==> src/rtl/vga_fill_master.sv <==
// Rectangle fill engine: clips a command to the screen and streams one Avalon-MM write per pixel in raster order.
// Optional build macro VGA_FILL_COUNT_EN adds the pix_count output (accepted writes of the current command).
module vga_fill_master #(
    parameter int XRES = 160,
    parameter int YRES = 120
) (
    input  logic        clk,
    input  logic        reset,
    input  logic        start,
    input  logic [7:0]  x0,
    input  logic [7:0]  x1,
    input  logic [6:0]  y0,
    input  logic [6:0]  y1,
    input  logic [2:0]  colour,
    output logic        busy,
    output logic        done,
    output logic [3:0]  m_address,
    output logic        m_write,
    output logic [31:0] m_writedata,
    input  logic        m_waitrequest
`ifdef VGA_FILL_COUNT_EN
    ,
    output logic [14:0] pix_count
`endif
);

    typedef enum logic [1:0] {S_IDLE, S_CLIP, S_WRITE, S_FINISH} state_t;

    localparam logic [7:0] XMAX = 8'(XRES - 1);
    localparam logic [6:0] YMAX = 7'(YRES - 1);

    state_t     state_q, state_d;
    logic [7:0] x0_q, x0_d, x1_q, x1_d, cur_x_q, cur_x_d;
    logic [6:0] y0_q, y0_d, y1_q, y1_d, cur_y_q, cur_y_d;
    logic [2:0] colour_q, colour_d;
    logic [7:0] x1_clip;
    logic [6:0] y1_clip;

    assign x1_clip = (x1_q > XMAX) ? XMAX : x1_q;
    assign y1_clip = (y1_q > YMAX) ? YMAX : y1_q;

    always_comb begin
        state_d  = state_q;
        x0_d     = x0_q;
        x1_d     = x1_q;
        y0_d     = y0_q;
        y1_d     = y1_q;
        colour_d = colour_q;
        cur_x_d  = cur_x_q;
        cur_y_d  = cur_y_q;
        case (state_q)
            S_IDLE: begin
                if (start) begin
                    x0_d     = x0;
                    x1_d     = x1;
                    y0_d     = y0;
                    y1_d     = y1;
                    colour_d = colour;
                    state_d  = S_CLIP;
                end
            end
            S_CLIP: begin
                x1_d = x1_clip;
                y1_d = y1_clip;
                // An off-screen origin is also caught by x0 > x1_clip, kept explicit for readability.
                if (x0_q > x1_clip || y0_q > y1_clip || x0_q > XMAX || y0_q > YMAX) begin
                    state_d = S_FINISH;
                end else begin
                    cur_x_d = x0_q;
                    cur_y_d = y0_q;
                    state_d = S_WRITE;
                end
            end
            S_WRITE: begin
                if (!m_waitrequest) begin
                    if (cur_x_q == x1_q) begin
                        if (cur_y_q == y1_q) begin
                            state_d = S_FINISH;
                        end else begin
                            cur_x_d = x0_q;
                            cur_y_d = cur_y_q + 7'd1;
                        end
                    end else begin
                        cur_x_d = cur_x_q + 8'd1;
                    end
                end
            end
            S_FINISH: state_d = S_IDLE;
            default:  state_d = S_IDLE;
        endcase
    end

    always_ff @(posedge clk) begin
        if (reset) begin
            state_q  <= S_IDLE;
            x0_q     <= '0;
            x1_q     <= '0;
            y0_q     <= '0;
            y1_q     <= '0;
            colour_q <= '0;
            cur_x_q  <= '0;
            cur_y_q  <= '0;
        end else begin
            state_q  <= state_d;
            x0_q     <= x0_d;
            x1_q     <= x1_d;
            y0_q     <= y0_d;
            y1_q     <= y1_d;
            colour_q <= colour_d;
            cur_x_q  <= cur_x_d;
            cur_y_q  <= cur_y_d;
        end
    end

    assign busy        = (state_q != S_IDLE);
    assign done        = (state_q == S_FINISH);
    assign m_write     = (state_q == S_WRITE);
    assign m_address   = 4'b0000;
    assign m_writedata = m_write ? {13'b0, colour_q, cur_x_q, 1'b0, cur_y_q} : 32'h0;

`ifdef VGA_FILL_COUNT_EN
    logic [14:0] pix_count_q;

    always_ff @(posedge clk) begin
        if (reset) begin
            pix_count_q <= '0;
        end else if (state_q == S_IDLE && start) begin
            pix_count_q <= '0;
        end else if (state_q == S_WRITE && !m_waitrequest) begin
            pix_count_q <= pix_count_q + 15'd1;
        end
    end

    assign pix_count = pix_count_q;
`endif

endmodule
==> config.mk <==
export PLATFORM = sky130hd
export DESIGN_NAME = vga_fill_master
export DESIGN_NICKNAME = d
export VERILOG_FILES = /design/src/rtl/vga_fill_master.sv
export SDC_FILE = /design/constraint.sdc
export NUM_CORES = 1
export LEC_CHECK = 0
export BUFFER_PORTS_ARGS = -buffer_cell sky130_fd_sc_hd__buf_2
export CORE_MARGIN = 2
export CORE_UTILIZATION = 35
export DETAILED_ROUTE_END_ITERATION = 10
export GPL_TIMING_DRIVEN = 0
export PLACE_DENSITY = 0.53
export REMOVE_ABC_BUFFERS = 1
export SYNTH_ARGS = -nofsm -noshare
export SYNTH_HDL_FRONTEND = slang
export SYNTH_SLANG_ARGS = --single-unit
==> constraint.sdc <==
create_clock -name clk -period 3.93 [get_ports clk]
set_clock_uncertainty 0.2 [all_clocks]
set_input_delay 0.393 -clock clk [delete_from_list [all_inputs] [get_ports clk]]
set_output_delay 0.393 -clock clk [all_outputs]
set_load 0.01 [all_outputs]
==> qor.yml, run 1 <==
detailed_routing:
  vias: 2893
  detail_route.wl_per_cell_um: 14.0
  vias_per_cell: 5.12
  drc_errors: 0
  drt_pass1_iterations: 4
  ant_nets: 0
  routed_wl_mm: 7.89
  drt_iter0_drc: 125
sta:
  max_freq_ghz: 0.289
  relSlewSlack_pct: 22.4
  final-max-slew-violation-count: 0
  worstMarginPinSlew_ps: 1160
  setup_viol: 0
  hold_viol: 0
  holdWs_ps: 112
  fin_tns_setup_ps: 0
  post-route-period-util_pct: 88.1
  period_needed_ps: 3460
  rsz0062_at_grt: "false"
clocking:
  cts-root-to-sink-buffers: 2
  cts_sinks: 50
  cts_max_level: 2
  ctsHoldBuffers: 0
  cts-root-buf: "clkbuf_8"
  clk_pin_slew_ps: 100
  clk_latency_ps: 310
  numCtsBuffers: 5
  ctsResizeCount: 0
  cts_setup_buffers: 0
  tritoncts: "built"
cells_and_area:
  final-seq-area_um2: 1000
  nets: 513
  fillers: 931
  most-common-layout-cells: "59 x nand2_1, 57 x buf_2, 50 x dfxtp_1"
  multi_input_area_um2: 1990
  final_common_cell: "nand2_1"
  antenna_cells: 0
  syn_to_final_growth_pct: 11.7
  drive_gt1_share_pct: 15.5
synthesis:
  syn_area_um2: 3190
  yosys-top-cells-area: "dfxtp_1 31%, ha_1 7.9%, a21oi_1 7.1%, nand2_1 6.9%, xor2_1 5.8%"
  yosys.area.top_type: "dfxtp_1"
  synth_ff_type: "dfxtp_1"
  synth.avg_cell_area_um2: 7.73
  synth_cells: 412
  synth.distinct_cells: 52
  synth_top_area_share_pct: 31.4
  synth-edff-count: 0
  ys_warn_count: 0
  async_flop_share_pct: 0
  ys_ff_latch: 50
  synth-seq-area-share_pct: 31.4
worst_hold_path:
  hold_path_class: "in2reg"
global_route:
  grt_max_degree: 52
  grt_pass1_vias: 2653
  grt_pass1_wl_mm: 13.2
  grt_overflow: 0
  antenna_found_initial: 0
  grt_usage_pct: 16.6
power:
  peakVddDrop_mv: 0.196
  p_leak_nw: 1.55
  power_density_nw_per_um2: 595
  finalPower_w: 0.00212
die:
  rows: 34
  ios: 76
  initial_utilization_pct: 36.4
  coreArea_um2: 8760
  die_w_um: 99.4
  dieArea_um2: 9880
  die_h_um: 99.4
place:
  hpwl_mm: 5.76
  port_buffers: 57
  gp_congestion: 0.813
worst_setup_path:
  start_kind: "flip-flop"
  cp.arrival_ps: 3490
  crit_type: "reg2reg"
  required_ps: 3960
  cp_max_fo: 24
  cp-end-kind: "flip-flop"
outcome:
  status: "finished clean"
flow_run:
  max_cap_violations: 0
## final timing paths
path              slack, ps          end        start  depth (start not counted)
setup / recovery        470   cur_x_q[0]      x1_q[7]                         10
hold / removal          110      y0_q[3]        y0[3]                          3
setup reg to reg        470   cur_x_q[0]      x1_q[7]                         10
hold reg to reg         260  colour_q[2]  colour_q[2]                          2
## cell usage after synthesis (2+ instances only)
| cell | count |
|---|---|
| a2111o_1 | 6 |
| a2111oi_0 | 2 |
| a21boi_0 | 2 |
| a21oi_1 | 45 |
| a311oi_1 | 3 |
| a31oi_1 | 2 |
| and2_1 | 19 |
| and3_1 | 6 |
| buf_1 | 2 |
| buf_4 | 18 |
| clkbuf_1 | 15 |
| dfxtp_1 | 50 |
| ha_1 | 20 |
| inv_1 | 15 |
| mux2i_1 | 4 |
| nand2_1 | 59 |
| nand2b_1 | 6 |
| nand3_1 | 9 |
| nand4_1 | 3 |
| nor2_1 | 38 |
| nor2b_1 | 2 |
| nor3_1 | 8 |
| nor4_1 | 3 |
| o2111ai_1 | 4 |
| o211ai_1 | 2 |
| o21ai_0 | 16 |
| o21ba_2 | 2 |
| o31ai_1 | 2 |
| or4_1 | 2 |
| xnor2_1 | 5 |
| xor2_1 | 21 |
## metrics by stage
step                cells  cell area (um2)  utilization (%)  setup slack, ps
floorplan             392             3040                -              960
global placement      557             3460             39.5              330
detailed placement    557             3460             39.5              269
CTS                   565             3560             40.6              219
global route          565             3560             40.6              197
finish                565             3560             40.6              467
## metal layers
metal / vias up / GRT usage (%) / share of wire, %
met1: 1309 / 24.6 / 52
met5: - / 0 / 0
li1: 1479 / - / -
met2: 97 / 24.8 / 41
met3: 8 / 1.90 / 5.6
met4: 0 / 5.80 / 1.4
## registers in the layout (all words and copies together) (netlist names)
signal,cells
y1_q,7
x1_q,8
cur_y_q,7
x0_q,8
cur_x_q,8
y0_q,7
colour_q,3
state_q,2
## worst max-delay path, stage by stage, from the launching register on
cell	delay (ps)
dfxtp_1	420
inv_1	120
nor2_1	260
nor2_1	70
ha_1	290
and3_1	190
a221oi_1	300
o221ai_1	210
a32o_1	550
or4_1	610
a31oi_1	160
## power breakdown
part	switching [W]	leakage [nW]	internal, W
Combinational	0.000642	1.09	0.000387
Clock	0.000174	0.0482	0.000143
Sequential	0.000150	0.409	0.000620
Total	0.000967	1.55	0.00115
## cell type report
cell class                      instances  share of cell area, %
Multi-Input combinational cell        327                   55.9
Sequential cell                        50                   28.1
Timing Repair Buffer                   57                   8.01
Tap cell                              108                   3.80
Clock buffer                            7                   2.43
Inverter                               15                   1.58
Clock inverter                          1                  0.141
## kinds of logic after synthesis
kind of cell / Yosys count / synth area share [%]
xor gates and xnor gates: 26 / 7.15
buffers and inverters: 52 / 8.32
adders and majority gates: 20 / 7.85
other: 1 / 0.118
and+or+nand+nor: 161 / 23.9
DFF: 50 / 31.4
AOI/OAI and AO/OA: 98 / 20.0
muxes: 4 / 1.26
No activity file was read; power rests on OpenSTA's default activity.
==> run 2, diff against run 1 <==
--- a/config.mk
+++ b/config.mk
@@ -5,6 +5,7 @@
 export SDC_FILE = /design/constraint.sdc
 export NUM_CORES = 1
 export LEC_CHECK = 0
+export ABC_AREA = 1
 export BUFFER_PORTS_ARGS = -buffer_cell sky130_fd_sc_hd__buf_2
 export CORE_MARGIN = 2
 export CORE_UTILIZATION = 35
@@ -12,6 +13,7 @@
 export GPL_TIMING_DRIVEN = 0
 export PLACE_DENSITY = 0.53
 export REMOVE_ABC_BUFFERS = 1
+export SETUP_SLACK_MARGIN = 0.5
 export SYNTH_ARGS = -nofsm -noshare
 export SYNTH_HDL_FRONTEND = slang
 export SYNTH_SLANG_ARGS = --single-unit
==> run 2 against run 1 <==
Compared with the run above:
- sequential share of layout area shrank 2.0 points
- largest power group unchanged
- highest routed layer unchanged
- global-route usage grew 1.4 points
- register-to-register slack gained 450 ps
==> qor.yml, run 2 <==
outcome:
  status: "finished clean"
sta:
  holdWs_ps: 132  # +20.0 ps
  worstMarginPinSlew_ps: 928  # -237 ps
  setup_viol: 0  # unchanged
  hold_viol: 0  # unchanged
  relSlewSlack_pct: 38.1  # +16 points
  rsz0062_at_grt: "false"
  period_needed_ps: 3010  # -453 ps
  final-max-slew-violation-count: 0  # unchanged
  post-route-period-util_pct: 76.6  # -12 points
  max_freq_ghz: 0.332  # +15%
global_route:
  antenna_found_initial: 0  # unchanged
  grt_pass1_vias: 3031  # +14%
  grt_usage_pct: 18.0  # +1.4 points
  grt_overflow: 0  # unchanged
  grt_max_degree: 35  # -33%
  grt_pass1_wl_mm: 14.6  # +10%
worst_setup_path:
  required_ps: 3980  # +20 ps
  path_cells: "ha_1 -> inv_1 -> a21oi_1 -> o21a_1 -> nand2_1 -> nand2_1 -> nand2_1 -> nor2_1"
  max_stage_delay_ps: 650  # +40 ps
  crit_family: "compound AO/OA/AOI/OAI gates"
  rr_endpoint: "cur_x_q[6]"
  path_buf_inv: 1  # unchanged
  cp-end-kind: "flip-flop"
  cp.arrival_ps: 3060  # -430 ps
  cpMostUsedCell: "nand2_1"
  cp_max_fo: 16  # -33%
  start_kind: "flip-flop"
  crit-reg2reg-launch: "state_q[0]"
  r2r_setup_slack_ps: 920  # +450 ps
  r2r_cells: 8  # -2
  crit_type: "reg2reg"
  cp_slowest_cell: "ha_1"
synthesis:
  synth_cells: 523  # +27%
  synth.distinct_cells: 36  # -31%
  yosys-top-cells-area: "dfxtp_1 29%, nand2_1 13%, inv_1 7.7%, ha_1 7.3%, a21oi_1 6.8%"
  ys_top_cells_by_count: "119 x nand2_1, 70 x inv_1, 59 x nor2_1, 50 x dfxtp_1, 46 x a21oi_1"
  synth-edff-count: 0  # unchanged
  async_flop_share_pct: 0  # unchanged
  syn_area_um2: 3410  # +6.9%
  ys_ff_latch: 50  # unchanged
  yosys.area.top_type: "dfxtp_1"
  synth-seq-area-share_pct: 29.4  # -2.0 points
  synth_top_area_share_pct: 29.4  # -2.0 points
  synth_ff_type: "dfxtp_1"
  synth_most_common_cell: "nand2_1"
  synth.avg_cell_area_um2: 6.52  # -16%
  ys_warn_count: 0  # unchanged
clocking:
  ctsHoldBuffers: 0  # unchanged
  cts-root-buf: "clkbuf_8"
  numCtsBuffers: 5  # unchanged
  cts_max_level: 2  # unchanged
  cts_sinks: 50  # unchanged
  clk_pin_slew_ps: 90  # about the same
  clk_latency_ps: 310  # about the same
  cts-root-to-sink-buffers: 2  # unchanged
  tritoncts: "built"
cells_and_area:
  layout.cells.non_filler: 699  # +24%
  final_util_pct: 39.9  # -0.74 points
  most-common-layout-cells: "117 x nand2_1, 70 x inv_1, 59 x nor2_1"
  antenna_cells: 0  # unchanged
  fillers: 1072  # +15%
  syn_to_final_growth_pct: 12.3
  reg_top3: "cur_x_q: 8 flops, x0_q: 8 flops, x1_q: 8 flops"
  final_common_cell: "nand2_1"
  drive_gt1_share_pct: 14.8  # -0.70 points
  nets: 622  # +21%
worst_hold_path:
  hold_path_class: "in2reg"
  min_to: "colour_q[2]"
  hold_start: "colour[2]"
  min_delay_path_depth: 3  # unchanged
place:
  gp_congestion: 0.788  # -3.0%
  place_inst: 691  # +24%
  hpwl_mm: 6.43  # +12%
  port_buffers: 57  # unchanged
detailed_routing:
  drt_iter0_drc: 117  # -6.4%
  drc_errors: 0  # unchanged
  detail_route.wl_per_cell_um: 12.8  # -8.4%
  ant_nets: 0  # unchanged
  routed_wl_mm: 8.94  # +13%
  drt_pass1_iterations: 4  # unchanged
  vias: 3240  # +12%
  vias_per_cell: 4.64  # -9.5%
power:
  peakVddDrop_mv: 0.218  # +11%
  power_density_nw_per_um2: 693  # +17%
  p_leak_nw: 1.94  # +25%
  finalPower_w: 0.00265  # +25%
die:
  die_h_um: 103  # +3.3%
  initial_utilization_pct: 35.5  # -0.84 points
  rows: 36  # +5.9%
  ios: 76  # unchanged
  coreArea_um2: 9590  # +9.5%
  die_w_um: 103  # +3.3%
  dieArea_um2: 10500  # +6.7%
flow_run:
  max_cap_violations: 0  # unchanged
[run 2: cell types whose count changed in the layout (fill, tap and decap cells not counted), moves of 10 or more]
cell	change
and2_1	-15
a221oi_1	+10
inv_1	+55
nand3_1	+18
o21ai_0	+14
nor2_1	+22
nand2_1	+58
xor2_1	-14
[run 2: cell type report]
class	count	area (um2)	area share (%)
multi-input combinational	374	1970	51.5
sequential	50	1000	26.2
inverter	77	292	7.62
timing repair buffer	57	285	7.46
tap	133	166	4.35
clock buffer	8	110	2.88
[run 2: metal layers]
metal  vias up  track usage, %  share of wire (%)
met1      1430            21.7                 46
met2        78            32.9                 48
li1       1723               -                  -
met3         9            2.78                3.8
met5         -               0                  0
met4         0            5.23                1.3
[run 2: worst max path at each step]
| stage | startpoint | to | slack, ps | depth (start not counted) |
|---|---|---|---|---|
| 2_1_floorplan | state_q[0] | x1_q[0] | 1160 | 7 |
| 3_3_place_gp | state_q[0] | x1_q[6] | -50 | 7 |
| 3_5_place_dp | x1_q[6] | cur_x_q[6] | 340 | 16 |
| 4_1_cts | state_q[0] | cur_x_q[6] | 530 | 9 |
| 5_1_grt | x1_q[6] | cur_x_q[4] | 580 | 16 |
| 6_report | state_q[0] | cur_x_q[6] | 920 | 8 |
[run 2: what timing repair did]
item	CTS	global route
setup endpoints to repair	10	11
gates resized for setup	2	2
pin swaps	0	0
setup buffers	0	0
[run 2: worst register-to-register path, stage by stage, from the launching register on]
cell     delay [ps]
dfxtp_1         430
ha_1            650
inv_1           420
a21oi_1         310
o21a_1          440
nand2_1         240
nand2_1         110
nand2_1          50
nor2_1          110
[run 2: stage by stage]
stage	setup TNS (ps)	instance area [um2]	setup slack (ps)
6_report	0	3830	920
4_1_cts	0	3820	535
2_1_floorplan	0	3240	1160
5_1_grt	0	3830	579
3_3_place_gp	-88.2	3690	-46.9
3_5_place_dp	0	3700	345
[run 2: report_power, final]
group	leakage (nW)	switching, W	internal, W
clock network	0.0575	0.000184	0.000178
logic	1.47	0.000916	0.000525
registers	0.413	0.000175	0.000672
total	1.94	0.00128	0.00138
[run 2: kinds of logic after synthesis]
family	Yosys count	synth area share [%]
adder cells (fa/ha/maj)	20	7.34
XOR/XNOR	11	2.83
multiplexers	1	0.294
AND/OR/NAND/NOR	224	28.2
other	1	0.110
flip-flops	50	29.4
buffers and inverters	116	15.3
AO/OA/AOI/OAI	100	16.6
==> run 3, diff against run 2 <==
==> constraint.sdc (replaced) <==
create_clock -name clk -period 2.9 [get_ports clk]
set_clock_uncertainty 0.2 [all_clocks]
set_input_delay 0.29 -clock clk [delete_from_list [all_inputs] [get_ports clk]]
set_output_delay 0.29 -clock clk [all_outputs]
set_load 0.01 [all_outputs]
==> run 3 against run 2 <==
Compared with the run above:
- sequential share of layout area fell by 2.5 points
- final cell count rose by 3.7%
- maximum frequency rose by 23%
- clock power rose by 36%
- utilization rose by 4.6 points
- combinational power rose by 87%
- sequential power rose by 38%
- via count rose by 6.2%
- worst setup slack got worse by 460 ps
- critical path type unchanged
- largest cell class unchanged
==> qor.yml, run 3 (same netlist as run 2, synthesis figures left out) <==
place:
  hpwl_mm: 6.43  # unchanged
  port_buffers: 57  # unchanged
  dp_slack_ps: -685  # -1030 ps
  gp_congestion: 0.788  # unchanged
cells_and_area:
  fillers: 1029  # -4.0%
  multi_input_area_um2: 2180  # +11%
  nets: 648  # +4.2%
  syn_to_final_growth_pct: 25.3
  reg_top3: "cur_x_q: 8 flops, x0_q: 8 flops, x1_q: 8 flops"
  most-common-layout-cells: "108 x nand2_1, 66 x inv_1, 57 x buf_2"
  final-seq-area_um2: 1010  # +0.75%
  drive_gt1_share_pct: 23.8  # +9.0 points
  final_common_cell: "nand2_1"
  antenna_cells: 0  # unchanged
power:
  p_leak_nw: 2.10  # +8.4%
  finalPower_w: 0.00435  # +64%
  power_density_nw_per_um2: 1020  # +47%
  peakVddDrop_mv: 0.361  # +66%
global_route:
  grt_usage_pct: 19.4  # +1.4 points
  grt_max_degree: 35  # unchanged
  antenna_found_initial: 0  # unchanged
  grt_pass1_vias: 3173  # +4.7%
  grt_overflow: 0  # unchanged
  grt_pass1_wl_mm: 15.6  # +6.8%
worst_hold_path:
  min_delay_path_depth: 3  # unchanged
  min_to: "y0_q[4]"
  hold_path_class: "in2reg"
  hold_start: "y0[4]"
worst_setup_path:
  cp_max_fo: 7  # -9
  r2r_cells: 16  # +8
  r2r_setup_slack_ps: 460  # -460 ps
  required_ps: 2910  # -1070 ps
  crit_type: "reg2reg"
  start_kind: "flip-flop"
  rr_endpoint: "cur_x_q[5]"
  cp-end-kind: "flip-flop"
  cp.arrival_ps: 2450  # -610 ps
  crit-reg2reg-launch: "x1_q[6]"
detailed_routing:
  drt_iter0_drc: 127  # +8.5%
  drt_pass1_iterations: 5  # +1
  routed_wl_mm: 10.1  # +13%
  drc_errors: 0  # unchanged
  detail_route.wl_per_cell_um: 14.0  # +9.2%
  vias_per_cell: 4.75  # +2.4%
  ant_nets: 0  # unchanged
  vias: 3441  # +6.2%
outcome:
  status: "finished clean"
clocking:
  clk_latency_ps: 310  # about the same
  cts-root-to-sink-buffers: 2  # unchanged
  cts_max_level: 2  # unchanged
  cts_sinks: 50  # unchanged
  clk_pin_slew_ps: 90  # about the same
  tritoncts: "built"
  numCtsBuffers: 5  # unchanged
  cts-root-buf: "clkbuf_8"
die:
  die_w_um: 103  # unchanged
  ios: 76  # unchanged
  die_h_um: 103  # unchanged
  initial_utilization_pct: 35.5  # unchanged
  coreArea_um2: 9590  # unchanged
  dieArea_um2: 10500  # unchanged
  rows: 36  # unchanged
sta:
  period_needed_ps: 2440  # -568 ps
  hold_viol: 0  # unchanged
  relSlewSlack_pct: 37.0  # -1.1 points
  post-route-period-util_pct: 84.2  # +7.6 points
  fin_tns_setup_ps: 0  # unchanged
  worstMarginPinSlew_ps: 944  # +16.4 ps
  worst_slack_ps: 458  # -462 ps
  rsz0062_at_grt: "true"
  final-max-slew-violation-count: 0  # unchanged
  max_freq_ghz: 0.410  # +23%
  setup_viol: 0  # unchanged
flow_run:
  max_cap_violations: 0  # unchanged
-- run 3: changes by cell type in the layout (fill, tap and decap cells not counted), sizes merged --
| cell | delta |
|---|---|
| inv | -1 |
| buf | +23 |
| nand2 | +2 |
| a21oi | +1 |
| clkinvlp | +1 |
-- run 3: final cells by class --
| class | instances | share of cell area [%] |
|---|---|---|
| Inverter | 77 | 6.98 |
| Tap cell | 133 | 3.90 |
| Timing Repair Buffer | 80 | 11.8 |
| Sequential cell | 50 | 23.6 |
| Clock buffer | 8 | 2.58 |
| Multi-Input combinational cell | 377 | 51.1 |
-- run 3: how the worst max path moves through the flow --
stage                          start    endpoint  slack [ps]  cells past startpoint
after floorplan           state_q[0]     x1_q[0]         130                      7
after global placement    state_q[0]     x1_q[6]       -1080                      7
after detailed placement     x1_q[6]  cur_x_q[6]        -690                     16
after CTS                    x1_q[5]  cur_x_q[4]         500                     16
after global routing         x1_q[6]  cur_x_q[4]         320                     16
final                        x1_q[6]  cur_x_q[5]         460                     16
-- run 3: metal layers --
layer,share of wire [%],GRT usage [%]
met4,1.6,5.95
met3,3.9,2.64
met1,46,23.6
met2,48,35.3
met5,0,0
-- run 3: metrics by stage --
stage | instance area (um2) | util [%] | cells | hold slack [ps]
after floorplan | 3240 | - | 501 | 159
after global placement | 3690 | 38.5 | 691 | 267
after detailed placement | 3700 | 38.5 | 691 | 272
after CTS | 4050 | 42.3 | 717 | 18.5
after global routing | 4270 | 44.5 | 725 | 33.7
final | 4270 | 44.5 | 725 | 29.7
-- run 3: what timing repair did --
action,in CTS,in global routing
resized for setup,26,25
hold buffers,0,0
pin swaps,6,7
gates cloned,3,0
endpoints found under the setup margin,59,27
setup buffers,15,8
-- run 3: worst max-delay path, stage by stage (launching register included) --
cell and delay [ps]:
dfxtp_2 360, inv_4 50, a21oi_4 270, inv_2 130, nand2_2 100, ha_4 200
nand2_2 70, a21oi_2 40, nor2_1 100, nand2_1 80, a21oi_2 170, nand2_4 110
nand2_8 150, buf_12 120, nand3_1 70, nand2_1 70, nor2_1 60
-- run 3: power by group --
| group | switching (W) | leakage (nW) | internal [W] | total (W) |
|---|---|---|---|---|
| sequential | 0.000249 | 0.415 | 0.000918 | 0.00117 |
| clock | 0.000252 | 0.0575 | 0.000242 | 0.000494 |
| combinational | 0.00160 | 1.63 | 0.00109 | 0.00269 |
